File: src/rtl/nubus_master_seq.sv
// ============================================================================
//  Module   : nubus_master_seq
//  Purpose  : NuBus master-path sequencer. Requests the bus for the internal
//             master engine, runs the arbitration window, issues one START
//             per transfer, waits for ACK and releases ownership fairly.
//  Revision : 1.0  initial release
// ============================================================================
`default_nettype none

module nubus_master_seq #(
  parameter int ARB_CYCLES = 2,
  parameter int TIMEOUT    = 255
) (
  input  logic nub_clkn,
  input  logic nub_resetn,
  input  logic mst_req,
  input  logic mst_lock,
  input  logic tx_go,
  input  logic grant,
  input  logic start_n_in,
  input  logic ack_n_in,
  input  logic rqst_n_in,
  output logic rqst_n_out,
  output logic rqst_oe_n,
  output logic arbcy_n,
  output logic start_n_out,
  output logic nubus_master_dir,
  output logic bus_owner,
  output logic tx_done,
  output logic tx_err
);

  localparam logic [3:0] S_IDLE     = 4'd0;
  localparam logic [3:0] S_FAIRWAIT = 4'd1;
  localparam logic [3:0] S_REQ      = 4'd2;
  localparam logic [3:0] S_ARB      = 4'd3;
  localparam logic [3:0] S_CHECK    = 4'd4;
  localparam logic [3:0] S_OWN      = 4'd5;
  localparam logic [3:0] S_START    = 4'd6;
  localparam logic [3:0] S_WAITACK  = 4'd7;
  localparam logic [3:0] S_DONE     = 4'd8;

  localparam logic [15:0] C_ARB_LOAD = 16'(ARB_CYCLES - 1);
  localparam logic [15:0] C_TMO_LOAD = 16'(TIMEOUT);

  logic [3:0]  r_state;
  logic [3:0]  w_next;
  logic [15:0] r_cnt;
  logic [15:0] w_cnt;
  logic        r_busy;
  logic        w_tmo;

  // Next-cycle values of the registered outputs.
  logic w_rqst_n;
  logic w_arbcy_n;
  logic w_start_n;
  logic w_own;
  logic w_done;
  logic w_err;

  logic r_rqst_n;
  logic r_arbcy_n;
  logic r_start_n;
  logic r_own;
  logic r_done;
  logic r_err;

  // Bus activity tracker: START opens a transaction, ACK closes it; a
  // simultaneous START and ACK means a new transaction began, so busy stays 1.
  always_ff @(posedge nub_clkn) begin
    if (!nub_resetn) begin
      r_busy <= 1'b0;
    end else begin
      r_busy <= !start_n_in || (r_busy && ack_n_in);
    end
  end

  // State, shared counter and registered outputs.
  always_ff @(posedge nub_clkn) begin
    if (!nub_resetn) begin
      r_state   <= S_IDLE;
      r_cnt     <= 16'd0;
      r_rqst_n  <= 1'b1;
      r_arbcy_n <= 1'b1;
      r_start_n <= 1'b1;
      r_own     <= 1'b0;
      r_done    <= 1'b0;
      r_err     <= 1'b0;
    end else begin
      r_state   <= w_next;
      r_cnt     <= w_cnt;
      r_rqst_n  <= w_rqst_n;
      r_arbcy_n <= w_arbcy_n;
      r_start_n <= w_start_n;
      r_own     <= w_own;
      r_done    <= w_done;
      r_err     <= w_err;
    end
  end

  // Next-state logic. One counter serves both the arbitration window and the
  // ACK timeout; the timeout is loaded on the edge entering START so that the
  // abort lands TIMEOUT+1 cycles after the START cycle.
  always_comb begin
    w_next = r_state;
    w_cnt  = r_cnt;
    w_tmo  = 1'b0;
    case (r_state)
      S_IDLE: begin
        if (mst_req) w_next = S_REQ;
      end
      S_REQ: begin
        if (!mst_req) begin
          w_next = S_FAIRWAIT;
        end else if (!r_busy || !ack_n_in) begin
          w_next = S_ARB;
          w_cnt  = C_ARB_LOAD;
        end
      end
      S_ARB: begin
        if (!mst_req) begin
          w_next = S_FAIRWAIT;
        end else if (r_cnt == 16'd0) begin
          w_next = S_CHECK;
        end else begin
          w_cnt = r_cnt - 16'd1;
        end
      end
      S_CHECK: begin
        if (!mst_req) begin
          w_next = S_FAIRWAIT;
        end else if (grant) begin
          w_next = S_OWN;
        end else begin
          w_next = S_REQ;
        end
      end
      S_OWN: begin
        if (tx_go) begin
          w_next = S_START;
          w_cnt  = C_TMO_LOAD;
        end else if (!mst_req) begin
          w_next = S_FAIRWAIT;
        end
      end
      S_START: begin
        w_next = S_WAITACK;
        if (r_cnt != 16'd0) w_cnt = r_cnt - 16'd1;
      end
      S_WAITACK: begin
        if (!ack_n_in) begin
          w_next = S_DONE;
        end else if (r_cnt == 16'd0) begin
          w_next = S_FAIRWAIT;
          w_tmo  = 1'b1;
        end else begin
          w_cnt = r_cnt - 16'd1;
        end
      end
      S_DONE: begin
        if (mst_lock && mst_req) begin
          w_next = S_OWN;
        end else begin
          w_next = S_FAIRWAIT;
        end
      end
      S_FAIRWAIT: begin
        if (rqst_n_in) w_next = S_IDLE;
      end
      default: begin
        w_next = S_IDLE;
      end
    endcase
  end

  // Output decode from the state being entered. DONE keeps ownership and
  // master direction so a locked back-to-back transfer sees no gap.
  always_comb begin
    w_rqst_n  = 1'b1;
    w_arbcy_n = 1'b1;
    w_start_n = 1'b1;
    w_own     = 1'b0;
    w_done    = 1'b0;
    w_err     = w_tmo;
    case (w_next)
      S_REQ:     w_rqst_n = 1'b0;
      S_ARB,
      S_CHECK: begin
        w_rqst_n  = 1'b0;
        w_arbcy_n = 1'b0;
      end
      S_OWN: begin
        w_rqst_n = 1'b0;
        w_own    = 1'b1;
      end
      S_START: begin
        w_start_n = 1'b0;
        w_own     = 1'b1;
      end
      S_WAITACK: w_own = 1'b1;
      S_DONE: begin
        w_own  = 1'b1;
        w_done = (r_state == S_WAITACK);
      end
      default: begin
        w_rqst_n = 1'b1;
      end
    endcase
  end

  assign rqst_n_out       = r_rqst_n;
  assign rqst_oe_n        = r_rqst_n;
  assign arbcy_n          = r_arbcy_n;
  assign start_n_out      = r_start_n;
  assign nubus_master_dir = r_own;
  assign bus_owner        = r_own;
  assign tx_done          = r_done;
  assign tx_err           = r_err;

endmodule

`default_nettype wire
File: config.mk
export PLATFORM = sky130hd
export DESIGN_NAME = nubus_master_seq
export DESIGN_NICKNAME = d
export VERILOG_FILES = /design/src/rtl/nubus_master_seq.sv
export SDC_FILE = /design/constraint.sdc
export NUM_CORES = 1
export LEC_CHECK = 0
export CORE_ASPECT_RATIO = 0.9
export CORE_MARGIN = 10
export CORE_UTILIZATION = 55
export DETAILED_ROUTE_END_ITERATION = 10
export PLACE_DENSITY_LB_ADDON = 0.12
export SLEW_MARGIN = 5
export SYNTH_ARGS = -nofsm -noshare
export SYNTH_HDL_FRONTEND = slang
export SYNTH_SLANG_ARGS = --single-unit
File: constraint.sdc
create_clock -name nub_clkn -period 4.09 [get_ports nub_clkn]
set_input_delay 0.6135 -clock nub_clkn [delete_from_list [all_inputs] [get_ports nub_clkn]]
set_output_delay 0.6135 -clock nub_clkn [all_outputs]
set_load 0.005 [all_outputs]
==> results of run 1 <==
[flip-flops by register name, indices dropped and copies added (netlist names)]
register	count
tx_err	1
tx_done	1
arbcy_n	1
start_n_out	1
r_busy	1
rqst_n_out	1
bus_owner	1
r_cnt	16
r_state	4
[power by group]
part / total [mW] / internal [mW] / leakage, nW / switching, mW
registers: 0.286 / 0.273 / 0.219 / 0.0130
logic: 0.105 / 0.0497 / 0.406 / 0.0555
clock network: 0.118 / 0.0374 / 0.0139 / 0.0801
[cells by family after synthesis]
kind of cell / count (synthesis)
XOR/XNOR: 8
flip-flops: 27
AO/OA/AOI/OAI: 42
buffers and inverters: 17
AND/OR/NAND/NOR: 94
adder cells (fa/ha/maj): 2
multiplexers: 1
[tightest hold or removal path: stages (launching register included)]
cell	delay, ns
dfxtp_1	0.36
o21ai_1	0.08
a21oi_1	0.06
[layout by cell type (no fill, tap or decap), types with 2 or more instances in the layout]
| master | count |
|---|---|
| inv_1 | 6 |
| xnor2_1 | 7 |
| o21ai_1 | 7 |
| nor3_1 | 13 |
| a31o_2 | 2 |
| nor2_1 | 23 |
| or2_2 | 3 |
| nand4_1 | 3 |
| or3_1 | 3 |
| nand2_1 | 13 |
| a21oi_1 | 12 |
| and2_1 | 4 |
| a211oi_2 | 2 |
| and3_1 | 3 |
| nor2b_1 | 2 |
| ha_1 | 2 |
| o21ai_0 | 9 |
| nor4_1 | 5 |
| clkbuf_4 | 3 |
| or4_1 | 3 |
| dfxtp_1 | 27 |
| clkdlybuf4s50_1 | 16 |
| nand3_1 | 5 |
| o31ai_1 | 2 |
| nand2b_1 | 4 |
| a32oi_1 | 2 |
[cell type report]
| class | count | area [um2] |
|---|---|---|
| fillers | 238 | 1020 |
| clock inverters | 1 | 7.51 |
| flip-flops and latches | 27 | 541 |
| clock buffers | 3 | 22.5 |
| well taps | 30 | 37.5 |
| inverters | 6 | 22.5 |
| repair buffers | 16 | 160 |
| multi-input cells | 147 | 891 |
[metrics by stage]
| stage | area [um2] | util | cells |
|---|---|---|---|
| after floorplan | 1540 | - | 191 |
| after global placement | 1650 | 0.611 | 226 |
| after detailed placement | 1650 | 0.611 | 226 |
| after CTS | 1680 | 0.622 | 230 |
| after global routing | 1680 | 0.622 | 230 |
| final | 1680 | 0.622 | 230 |
[per-layer routing]
metal  track usage  up-vias  wire [um]
li1              -      697          -
met1         0.192      647       1610
met2         0.185       52       1460
met3        0.0424        2        282
met4        0.0247        0         19
met5             0        -          0
[final timing paths]
kind	to	from	slack, ns	cells past startpoint
setup / recovery	r_cnt[0]	r_state[2]	1.61	6
hold / removal	r_cnt[5]	r_cnt[5]	0.53	2
setup reg to reg	r_cnt[0]	r_state[2]	1.61	6
hold reg to reg	r_cnt[5]	r_cnt[5]	0.53	2
==> metrics.cfg, run 1 <==
[outcome]
status=completed

[worst_setup_path]
cp_cell_sequence=nor2_1 -> nor3b_1 -> and2_1 -> or2_1 -> nor3_1 -> a211oi_2
slowest_delay_ns=0.62
cp.required_ns=4.36
critPathSlowestCell=dfxtp_1
crit_type=reg -> reg
start_kind=flop
cp_max_fo=13
crit_arrival_ns=2.75
critical_path_buf_inv_count=0
cp-end-kind=flop
cp_top_family=simple AND/OR/NAND/NOR gates

[logic_synthesis]
synth-simple-area-share=0.338
yosysUniqueCellTypes=46
syn_inst=191
syn_area_mm2=0.00154
async_flop_share=0
synth_edf_count=0
muxShareOfSynthArea=0.00652
synth-seq-area-share=0.352
synth-main-ff-cell=dfxtp_1
synth_area_leaders=dfxtp_1 (35%), nor2_1 (5.6%), nor3_1 (4.2%)
yosys.area.top_type=dfxtp_1
yosysWarnings=0
synth_compound_area_frac=0.174
yosysMostFrequentCell=dfxtp_1
syn_area_per_cell_um2=8.04
synthTopCellsByCount=dfxtp_1 (27), nor2_1 (23), nand2_1 (13), nor3_1 (13), a21oi_1 (12)
yosys.area_share.adder=0.0163
synth_xor_xnor_area_share=0.0456
synth_top_family_by_area=simple AND/OR/NAND/NOR gates
synth_nets=202
ys_seq_elements=27
synth_top_cell_area_share=0.352

[cts]
clkLatencyLatePin_ns=0.33
root_buffer=clkbuf_4
cts_tree=done
cts_hold_buf=0
cts_resized=0
htreeDepth=1
cts_made_buffers=3
clk_pin_slew_ns=0.16
clk_path_buf_depth=2
clock_sinks=27
postCtsSetupRepairBufs=0

[sta]
hold_violations=0
finalMaxSlewViolations=0
rsz0062_at_grt=false
period_minus_slack_ns=2.48
fmax_ghz=0.403
period_share=0.606
hold_ws_ns=0.528
tightestPinTransition_ns=0.628
slew_headroom=0.580
final.setup.tns_ns=0
setup_violations=0
fin_worst_skew_ns=0.0155
fin_ws_ns=1.61

[routing]
drt_iter0_drc=109
drc_errors=0
drt_wl_total_um=3380
via_per_inst=6.08
wl_per_cell_um=14.7
drt-pass1-iter-count=5
postRouteAntennaNets=0
vias=1398

[floorplanning]
fp.dieW_um=75.7
dieArea_mm2=0.00531
fp.dieH_um=70.1
core_mm2=0.00270
initial_core_util=0.568
num_io_pins=17
rows=18

[placement]
io_buffer_count=16
pre_cts_slack_ns=1.32
dp.final_hpwl_um=2500
gp_congestion=0.815

[worst_hold_path]
hold_class=reg -> reg

[global_route]
grt_overflow=0
grt_max_degree=17
track_usage=0.133
grt_pass1_wl_um=5820
grt_pass1_vias=1212
antenna_found_initial=0

[power_and_ir_drop]
cellPowerDensity_mw_per_mm2=303
power_uw=509
peakVddDrop_uv=231
leakagePower_nw=0.639

[finish]
n_antenna_cell=0
drive_above_1_share=0.0800
areaGrowthSynthToFinish_pct=9.54
nNetsFinal=212

[job]
maxCapViolations=0

No activity file was read; power rests on OpenSTA's default activity.
==> inputs of run 2 (changes only) <==
--- a/config.mk
+++ b/config.mk
@@ -7,7 +7,7 @@
 export LEC_CHECK = 0
 export CORE_ASPECT_RATIO = 0.9
 export CORE_MARGIN = 10
-export CORE_UTILIZATION = 55
+export CORE_UTILIZATION = 50
 export DETAILED_ROUTE_END_ITERATION = 10
 export PLACE_DENSITY_LB_ADDON = 0.12
 export SLEW_MARGIN = 5
==> constraint.sdc (replaced) <==
create_clock -name nub_clkn -period 2 [get_ports nub_clkn]
set_input_delay 0.3 -clock nub_clkn [delete_from_list [all_inputs] [get_ports nub_clkn]]
set_output_delay 0.3 -clock nub_clkn [all_outputs]
set_load 0.005 [all_outputs]
==> metrics.cfg, run 2 (synthesis gave the netlist of run 1 again) <==
[cts]
clk_path_buf_depth=2
cts_tree=done
clkLatencyLatePin_ns=0.33
cts_hold_buf=0
clock_sinks=27
clk_pin_slew_ns=0.15
cts_made_buffers=3
root_buffer=clkbuf_4
htreeDepth=1

[routing]
drt-pass1-iter-count=5
wl_per_cell_um=14.8
postRouteAntennaNets=0
vias=1494
drt_wl_total_um=3980
drt_iter0_drc=132
drc_errors=0
via_per_inst=5.55

[worst_setup_path]
cp_max_fo=6
critical_path_buf_inv_count=2
crit_arrival_ns=2.17
timing.rr.end=r_cnt[14]
cp.required_ns=2.24
cp_cell_sequence=clkdlybuf4s50_1 -> nand3b_1 -> o31ai_1 -> a221o_2 -> buf_4 -> nor3_2 -> a21oi_1 -> o21ba_1
critPathSlowestCell=clkdlybuf4s50_1
slowest_delay_ns=0.51
start_kind=primary input
reg2reg_depth=6
timing.rr.start=r_state[0]
crit_type=in -> reg
cp-end-kind=flop
cp_top_family=compound AO/OA/AOI/OAI gates
regToRegSetupSlack_ns=0.10

[global_route]
grt_pass1_vias=1405
grt_pass1_wl_um=6600
grt_overflow=0
grt_max_degree=17
antenna_found_initial=0
track_usage=0.138

[outcome]
status=completed

[sta]
finalMaxSlewViolations=0
rsz0062_at_grt=false
setup_violations=0
hold_violations=0
fin_worst_skew_ns=0.0106
hold_ws_ns=0.505
period_minus_slack_ns=1.94
period_share=0.968
slew_headroom=0.696
fin_ws_ns=0.0641
fmax_ghz=0.517
tightestPinTransition_ns=0.455

[worst_hold_path]
holdPathEnd=r_busy
hp-start=start_n_in
hold_class=in -> reg
worst_hold_path.num_cells=2

[finish]
top_register=r_cnt
drive_above_1_share=0.278
nNetsFinal=239
top_regs=r_cnt: 16 flops, r_state: 4 flops
final_cell_mix=buf_4 (26), nor2_1 (23), dfxtp_1 (22)
final_common_cell=buf_4
largest_reg_flops=16
areaGrowthSynthToFinish_pct=30.3
n_antenna_cell=0

[placement]
io_buffer_count=16
pre_cts_slack_ns=-0.228
dp.final_hpwl_um=3010
gp_congestion=0.819

[floorplanning]
core_mm2=0.00300
num_io_pins=17
initial_core_util=0.513
fp.dieW_um=78.4
rows=19
dieArea_mm2=0.00569
fp.dieH_um=72.6

[power_and_ir_drop]
cellPowerDensity_mw_per_mm2=560
leakagePower_nw=0.796
power_mw=1.12
peakVddDrop_uv=277

[job]
maxCapViolations=0

## run 2: area by class of cell
cell class,instances,area (um2)
multi-input cells,147,977
clock buffers,3,22.5
inverters,6,25.0
clock inverters,1,7.51
repair buffers,43,367
fillers,259,995
flip-flops and latches,27,549
well taps,42,52.6
## run 2: timing repair
item,in CTS,in global routing
gates resized for setup,5,22
gates cloned,0,0
setup endpoints to repair,11,18
pin swaps,0,4
setup buffers,0,2
## run 2: metrics by stage
stage          instance area (um2)   util  TNS [ns]  std cells
2_1_floorplan                 1540      -         0        191
3_3_place_gp                  1850  0.619     -2.67        263
3_5_place_dp                  1850  0.619     -3.09        263
4_1_cts                       1900  0.635         0        267
5_1_grt                       2000  0.668         0        269
6_report                      2000  0.668         0        269
## run 2: per-layer routing
metal / global-route usage / wire [um] / vias to the layer above
li1: - / - / 759
met1: 0.180 / 1820 / 700
met2: 0.230 / 1920 / 31
met3: 0.0296 / 207 / 4
met4: 0.0298 / 25 / 0
met5: 0 / 0 / -
## run 2: worst max-delay path by stage
stage / slack, ns / start / depth (start not counted) / endpoint
after detailed placement: -0.23 / ack_n_in / 8 / r_cnt[14]
after floorplan: 0.008 / r_cnt[0] / 9 / r_cnt[1]
after global placement: -0.20 / ack_n_in / 8 / r_cnt[14]
final: 0.06 / ack_n_in / 8 / r_cnt[14]
after global routing: 0.007 / r_cnt[11] / 8 / rqst_n_out
after CTS: 0.004 / r_cnt[0] / 9 / r_cnt[8]
## run 2: power breakdown
group / switching, mW / internal (mW) / total, mW / leakage (nW)
clock: 0.164 / 0.0766 / 0.241 / 0.0139
sequential: 0.0242 / 0.558 / 0.583 / 0.222
combinational: 0.144 / 0.152 / 0.296 / 0.560
